--- config.mk ---
export PLATFORM = sky130hd
export DESIGN_NAME = dvs_aer_rx_fifo
export DESIGN_NICKNAME = d
export VERILOG_FILES = /design/src/rtl/dvs_aer_rx_fifo.sv
export SDC_FILE = /design/constraint.sdc
export NUM_CORES = 1
export LEC_CHECK = 0
export ABC_AREA = 1
export ABC_CLOCK_PERIOD_IN_PS = 4900
export CORE_MARGIN = 4
export CORE_UTILIZATION = 60
export DETAILED_ROUTE_END_ITERATION = 16
export DONT_BUFFER_PORTS = 1
export PLACE_DENSITY = 0.78
export SETUP_SLACK_MARGIN = 0.3
export SYNTH_ARGS = -nofsm -noshare
export SYNTH_HDL_FRONTEND = slang
export SYNTH_SLANG_ARGS = --single-unit
export TNS_END_PERCENT = 20
--- constraint.sdc ---
create_clock -name clk -period 4.9 [get_ports clk]
set_input_delay 0.245 -clock clk [delete_from_list [all_inputs] [get_ports clk]]
set_output_delay 0.245 -clock clk [all_outputs]
set_load 0.1 [all_outputs]
--- src/rtl/dvs_aer_rx_fifo.sv ---
// DVS AER receiver: 4-phase req/ack handshake, Y/X address pairing,
// microsecond timestamping and a first-word fall-through event FIFO.
//
// Ports:
//   clk, rst_n          clock, synchronous active-low reset
//   aer, xsel, req      asynchronous sender bus, address select, request
//   ack                 registered acknowledge (high in CAPTURE/ACK_HOLD)
//   ev_valid, ev_ready  FIFO head handshake
//   ev_x/ev_y/ev_ts/ev_pol  FIFO head event fields
//   fifo_level          stored event count
//   drop_count          saturating count of discarded X events
//   timeout_err         one-cycle pulse when req is held too long
module dvs_aer_rx_fifo #(
  parameter int AER_WIDTH      = 10,
  parameter int X_BITS         = 9,
  parameter int Y_BITS         = 8,
  parameter int TS_BITS        = 32,
  parameter int CLKS_PER_US    = 10,
  parameter int SETUP_CYCLES   = 3,
  parameter int TIMEOUT_CYCLES = 1024,
  parameter int FIFO_DEPTH     = 8
) (
  input  logic                          clk,
  input  logic                          rst_n,
  input  logic [AER_WIDTH-1:0]          aer,
  input  logic                          xsel,
  input  logic                          req,
  output logic                          ack,
  output logic                          ev_valid,
  input  logic                          ev_ready,
  output logic [X_BITS-1:0]             ev_x,
  output logic [Y_BITS-1:0]             ev_y,
  output logic [TS_BITS-1:0]            ev_ts,
  output logic                          ev_pol,
  output logic [$clog2(FIFO_DEPTH):0]   fifo_level,
  output logic [15:0]                   drop_count,
  output logic                          timeout_err
);

  localparam int AW = $clog2(FIFO_DEPTH);
  localparam int LW = AW + 1;
  localparam int EW = X_BITS + 1 + Y_BITS + TS_BITS;
  localparam int SW = $clog2(SETUP_CYCLES + 1) + 1;
  localparam int TW = $clog2(TIMEOUT_CYCLES) + 1;
  localparam int PW = $clog2(CLKS_PER_US) + 1;

  localparam logic [SW-1:0] SETUP_LAST = SW'(SETUP_CYCLES - 1);
  localparam logic [TW-1:0] TO_LAST    = TW'(TIMEOUT_CYCLES - 1);
  localparam logic [PW-1:0] PRE_LAST   = PW'(CLKS_PER_US - 1);
  localparam logic [LW-1:0] FULL_LVL   = LW'(FIFO_DEPTH);

  if (X_BITS + 1 > AER_WIDTH || Y_BITS > AER_WIDTH) begin : g_bad_width
    $error("dvs_aer_rx_fifo: address widths exceed AER_WIDTH");
  end
  if (FIFO_DEPTH < 2 || (FIFO_DEPTH & (FIFO_DEPTH - 1)) != 0) begin : g_bad_depth
    $error("dvs_aer_rx_fifo: FIFO_DEPTH must be a power of 2, >= 2");
  end
  if (CLKS_PER_US < 1 || TIMEOUT_CYCLES < 1 || SETUP_CYCLES < 0) begin : g_bad_timing
    $error("dvs_aer_rx_fifo: illegal timing parameter");
  end

  typedef enum logic [2:0] {
    S_IDLE,
    S_SETUP,
    S_CAPTURE,
    S_ACK_HOLD,
    S_RECOVER
  } state_t;

  logic [AER_WIDTH-1:0] aer_m, aer_s;
  logic                 xsel_m, xsel_s;
  logic                 req_m, req_s;

  always_ff @(posedge clk) begin
    if (!rst_n) begin
      aer_m  <= '0;
      aer_s  <= '0;
      xsel_m <= 1'b0;
      xsel_s <= 1'b0;
      req_m  <= 1'b0;
      req_s  <= 1'b0;
    end else begin
      aer_m  <= aer;
      aer_s  <= aer_m;
      xsel_m <= xsel;
      xsel_s <= xsel_m;
      req_m  <= req;
      req_s  <= req_m;
    end
  end

  logic [PW-1:0]      presc;
  logic [TS_BITS-1:0] us_cnt;

  always_ff @(posedge clk) begin
    if (!rst_n) begin
      presc  <= '0;
      us_cnt <= '0;
    end else if (presc == PRE_LAST) begin
      presc  <= '0;
      us_cnt <= us_cnt + 1'b1;
    end else begin
      presc  <= presc + 1'b1;
    end
  end

  state_t             state;
  logic [SW-1:0]      setup_cnt;
  logic [TW-1:0]      to_cnt;
  logic [Y_BITS-1:0]  y_reg;
  logic [TS_BITS-1:0] ts_reg;
  logic               y_valid;

  logic [AW:0]   wr_ptr, rd_ptr;
  logic [LW-1:0] level;
  logic          full, pop, push, cap_x, drop;

  assign level      = wr_ptr - rd_ptr;
  assign full       = (level == FULL_LVL);
  assign ev_valid   = (level != '0);
  assign fifo_level = level;
  assign pop        = ev_valid & ev_ready;

  // A full FIFO still accepts an X event when the head leaves this cycle.
  assign cap_x = (state == S_CAPTURE) & xsel_s;
  assign push  = cap_x & y_valid & (~full | pop);
  assign drop  = cap_x & ~push;

  always_ff @(posedge clk) begin
    if (!rst_n) begin
      state       <= S_IDLE;
      ack         <= 1'b0;
      timeout_err <= 1'b0;
      setup_cnt   <= '0;
      to_cnt      <= '0;
      y_reg       <= '0;
      ts_reg      <= '0;
      y_valid     <= 1'b0;
      drop_count  <= '0;
    end else begin
      timeout_err <= 1'b0;
      if (drop && drop_count != '1)
        drop_count <= drop_count + 1'b1;
      unique case (state)
        S_IDLE: begin
          if (req_s) begin
            if (SETUP_CYCLES == 0) begin
              state <= S_CAPTURE;
              ack   <= 1'b1;
            end else begin
              state     <= S_SETUP;
              setup_cnt <= '0;
            end
          end
        end
        S_SETUP: begin
          if (setup_cnt == SETUP_LAST) begin
            state <= S_CAPTURE;
            ack   <= 1'b1;
          end else begin
            setup_cnt <= setup_cnt + 1'b1;
          end
        end
        S_CAPTURE: begin
          state  <= S_ACK_HOLD;
          to_cnt <= '0;
          if (!xsel_s) begin
            y_reg   <= aer_s[Y_BITS-1:0];
            ts_reg  <= us_cnt;
            y_valid <= 1'b1;
          end
        end
        S_ACK_HOLD: begin
          if (!req_s) begin
            state <= S_IDLE;
            ack   <= 1'b0;
          end else if (to_cnt == TO_LAST) begin
            state       <= S_RECOVER;
            ack         <= 1'b0;
            timeout_err <= 1'b1;
            y_valid     <= 1'b0;
          end else begin
            to_cnt <= to_cnt + 1'b1;
          end
        end
        S_RECOVER: begin
          if (!req_s)
            state <= S_IDLE;
        end
        default: begin
          state <= S_IDLE;
          ack   <= 1'b0;
        end
      endcase
    end
  end

  logic [EW-1:0] mem [FIFO_DEPTH];

  always_ff @(posedge clk) begin
    if (!rst_n) begin
      wr_ptr <= '0;
      rd_ptr <= '0;
      for (int i = 0; i < FIFO_DEPTH; i++)
        mem[i] <= '0;
    end else begin
      if (push) begin
        mem[wr_ptr[AW-1:0]] <= {aer_s[X_BITS:1], aer_s[0], y_reg, ts_reg};
        wr_ptr <= wr_ptr + 1'b1;
      end
      if (pop)
        rd_ptr <= rd_ptr + 1'b1;
    end
  end

  // Head slot keeps its last contents once drained, so outputs stay stable.
  assign {ev_x, ev_pol, ev_y, ev_ts} = mem[rd_ptr[AW-1:0]];

endmodule

=== Yosys cells after proc, flatten, opt, wreduce, memory -nomap -nowiden ===
Memories as Yosys holds them, arrays and structs flattened. A register that Yosys moved wholly into a read port is not among the register bits.
Index checks and enable logic that the tools add are counted.

* Word-level logic and storage cells: 101
* Output and inout port bits: 73
* Bits in writable memories: 400
* Memories kept: 1
* Flip-flop bits (word level): 145

{| class="wikitable"
|+ Memories
! memory !! words !! bits a word !! read ports !! clocked after memory_dff !! wr ports !! RTL line !! RTL
|-
| mem || 8 || 50 || 1 || 1 || 8 || 198 || <nowiki>logic [EW-1:0] mem [FIFO_DEPTH];</nowiki>
|}

* Reduce and logical (&&, ||, !) cells: 15
* Bitwise operators: 11
* Muxes and demuxes: 29
* Add/sub/neg operators: 8
* Equality and inequality tests: 18

{| class="wikitable"
|+ Operators with widths
! kind !! count
|-
| $mux 50 || 1
|-
| $reduce_or 50->1 || 1
|-
| $add 32x1->32 const B || 1
|-
| $mux 3 || 10
|-
| $mux 11 || 2
|-
| $pmux 11 s2 || 1
|-
| $add 16x1->16 const B || 1
|-
| $ne 16x16->1 const B || 1
|-
| $ne 2x2->1 const B || 8
|-
| $pmux 3 s5 || 1
|-
| $reduce_and 3->1 || 4
|-
| $add 11x1->11 const B || 1
|-
| $eq 11x10->1 const B || 1
|-
| $mux 1 || 11
|-
| $eq 3x2->1 const B || 3
|-
| $add 4x1->4 const B || 2
|-
| $reduce_and 4->1 || 2
|-
| $pmux 3 s2 || 1
|-
| $add 5x1->5 const B || 1
|-
| $and 1x1->1 || 5
|-
| $eq 5x4->1 const B || 1
|-
| $not 1->1 || 5
|-
| $eq 4x4->1 const B || 1
|-
| $reduce_bool 2->1 || 2
|-
| other kinds (14) || 14
|}

=== Longest topological paths before layout ===
* Depth in word-level cells: 10
* Gate-level depth with buffers: 15
* Gate-level depth less buffers: 14

=== Least setup slack after synthesis ===
No wires, ideal clock.

* Path kind: register to register
* From: reg wr_ptr[0]
* To: mem mem[6][0] (netlist bit), enable pin
* Stages on the path, launching flop included: 14
* Slack: 651 ps
* Arrival: 3840 ps
* Path buffers: 1
* Path through: dfxtp_1 > inv_2 > ha_1 > inv_1 > fa_1 > nor2_1 > nand3_1 > nor2_1 > nand3_1 > nand2_4 > nor2_8 > nand4_4 > buf_4 > nand2_1

{| class="wikitable"
|+ RTL lines
! what !! RTL line !! RTL
|-
| start, declared || 114 || <nowiki>logic [AW:0] wr_ptr, rd_ptr;</nowiki>
|-
| start signal, assigned || 209 || <nowiki>wr_ptr <= wr_ptr + 1'b1;</nowiki>
|-
| end, declared || 198 ||
|}

==> results.sh <==
export IMPL_core_um2=39100
export IMPL_num_rows=72
export IMPL_via_per_inst=5.96
export IMPL_die_y_um=208
export IMPL_finalWorstSetupSlack_ns=1.12
export IMPL_crit_path_start_kind="flip-flop"
export IMPL_max_cap_viol_count=0
export IMPL_post_synth_num_cell_types=39
export IMPL_place_congestion=0.916
export IMPL_largest_reg_flops=400
export IMPL_dr_total_vias=18900
export IMPL_route_detailed_drc=0
export IMPL_netlist_top_cells_area="edfxtp_1 (50%), nor2_1 (13%), dfxtp_1 (12%), o21ai_0 (5.3%), nand2_1 (4.2%)"
export IMPL_dieArea_um2=43200
export IMPL_rsz0062_at_grt="false"
export IMPL_syn_area_um2=24000
export IMPL_synth_warnings=0
export IMPL_final_setup_viol_count=0
export IMPL_syn_nets=2613
export IMPL_required_ns=4.66
export IMPL_grt_pass1_vias=18900
export IMPL_grt_overflow=0
export IMPL_relSlewSlack_pct=24.9
export IMPL_met3_usage_pct=3.96
export IMPL_cts_tree="done"
export IMPL_fin_crit_sh_pct=77.2
export IMPL_antenna_found_initial=0
export IMPL_arrival_ns=3.54
export IMPL_fmax_mhz=264
export IMPL_ys_seq_area_share_pct=62.4
export IMPL_ios=88
export IMPL_initialDrtViolationCount=1856
export IMPL_use_met2_pct=47.5
export IMPL_final_common_cell="nor2_1"
export IMPL_drtAntennaViolNets=0
export IMPL_dr_pass1_iters=6
export IMPL_fin_setup_tns_ns=0
export IMPL_initial_utilization_pct=61.4
export IMPL_synth_top_area_share_pct=50.1
export IMPL_endpoint_kind="output pin"
export IMPL_slew_viol_final=0
export IMPL_hp_class="input port to flip-flop"
export IMPL_portBuffers=0
export IMPL_peakVddDrop_v=0.000321
export IMPL_design_area_um2=27200
export IMPL_synth_avg_cell_area_um2=9.28
export IMPL_synthToLayoutAreaGrowth_pct=13.4
export IMPL_post_place_ws_ns=1.24
export IMPL_p_per_area_nw_per_um2=449
export IMPL_hpwlAfterDp_um=34500
export IMPL_root_buffer="clkbuf_16"
export IMPL_finalHoldViolations=0
export IMPL_cts_buffers=55
export IMPL_grt_total_usage_pct=27.7
export IMPL_finalWirelength_um=61600
export IMPL_antenna_cells=0
export IMPL_grt_max_degree=201
export IMPL_outcome="complete, no violations"
export IMPL_final_cell_mix="nor2_1 (836), edfxtp_1 (400), nand2_1 (259), o21ai_0 (255), dfxtp_1 (146)"
export IMPL_finalClockSkew_ns=0.0107
export IMPL_leakage_nw=9.52
export IMPL_grt_pass1_wl_um=97500
export IMPL_fin_crit_ns=3.78
export IMPL_clk_latency_ns=0.59
export IMPL_num_nets_final=2633
export IMPL_busiest_layer="met2"
export IMPL_clk_pin_slew_ns=0.06
export IMPL_die_w_um=208
export IMPL_clock_sinks=548
export IMPL_r2r_slack_ns=1.22
export IMPL_postPlaceCellArea_um2=25100
export IMPL_ys_ff_latch=548
export IMPL_htree_levels=2
export IMPL_crit_type="flip-flop to output pin"
export IMPL_synth_cells=2585
export IMPL_crit_fanout=54
export IMPL_synth_top_cell_by_area="edfxtp_1"
export IMPL_drive_above_1_share_pct=10.4
export IMPL_tightest_slew_ns=1.12
export IMPL_use_met1_pct=36.0
export IMPL_routedWlPerCell_um=19.4
export IMPL_cts_buffer_depth=3
cell families (layout without fill, tap and decap cells):
kind of cell,Yosys count,count (layout),synth area share [%]
xor+xnor,23,23,0.840
fa+ha+maj,13,13,0.709
simple gates,1232,1232,20.6
flops,548,548,62.4
compound gates,469,469,10.4
buf+inv,300,366,5.07
what timing repair did:
action	4_1_cts	5_1_grt
hold endpoints to repair	96	0
hold buffers	24	0
buffers inserted	0	0
resized for setup	0	0
cell type report:
class	count	area (µm²)
multi-input cells	1737	8150
well taps	518	648
flip-flops and latches	548	15000
clock inverters	17	209
repair buffers	111	1010
fillers	2856	11900
inverters	152	577
clock buffers	86	1640
power by group:
part,internal (mW),switching [mW]
Sequential,5.13,0.0856
Combinational,0.592,2.13
Clock,2.55,1.73
routing by layer:
metal,vias up,share of wire (%)
li1,8719,-
met1,9120,39
met2,916,49
met3,144,8.8
met4,0,3.1
met5,-,0
critical path, stage by stage, from the launching register on:
cell and delay, ns:
dfxtp_4 0.59, clkinv_2 0.82, buf_4 0.55, nor2_1 0.16, o21ai_0 0.14, a31oi_2 0.29
buf_4 0.34
cells in the mapped netlist (all sizes together):
| cell type | number |
|---|---|
| nand4 | 27 |
| xor2 | 15 |
| o21ai | 261 |
| nand3 | 47 |
| nand2 | 272 |
| nand3b | 9 |
| a31oi | 51 |
| nor3b | 1 |
| xnor2 | 8 |
| a211oi | 2 |
| o211ai | 1 |
| inv | 110 |
| fa | 1 |
| edfxtp | 400 |
| ha | 12 |
| and3 | 2 |
| dfxtp | 148 |
| o21a | 1 |
| a21oi | 102 |
| buf | 73 |
| clkinv | 42 |
| nor3 | 19 |
| nor2 | 852 |
| o22ai | 50 |
| clkbuf | 75 |
| o2111ai | 1 |
| or2 | 3 |
final timing paths:
path,from,endpoint,cells past startpoint
setup / recovery,flip-flop,ev_ts[29],6
hold / removal,rst_n,aer_s[5]$_SDFF_PN0_,3
hold reg to reg,aer_m[7]$_SDFF_PN0_,aer_s[7]$_SDFF_PN0_,2
setup reg to reg,wr_ptr[0]$_SDFFE_PN0N_,mem[7][14]$_SDFFCE_PN0P_,14
metrics by stage:
stage	power [mW]	hold WS (ns)	utilization (%)	std cells
after floorplan	7.29	0.343	-	2585
after global placement	7.93	0.346	64.2	3042
after detailed placement	7.98	0.349	64.2	3042
after CTS	12.2	0.0257	69.6	3169
after global routing	12.6	0.0425	69.6	3169
final	12.2	0.0435	69.6	3169
No activity file was read; power rests on OpenSTA's default activity.
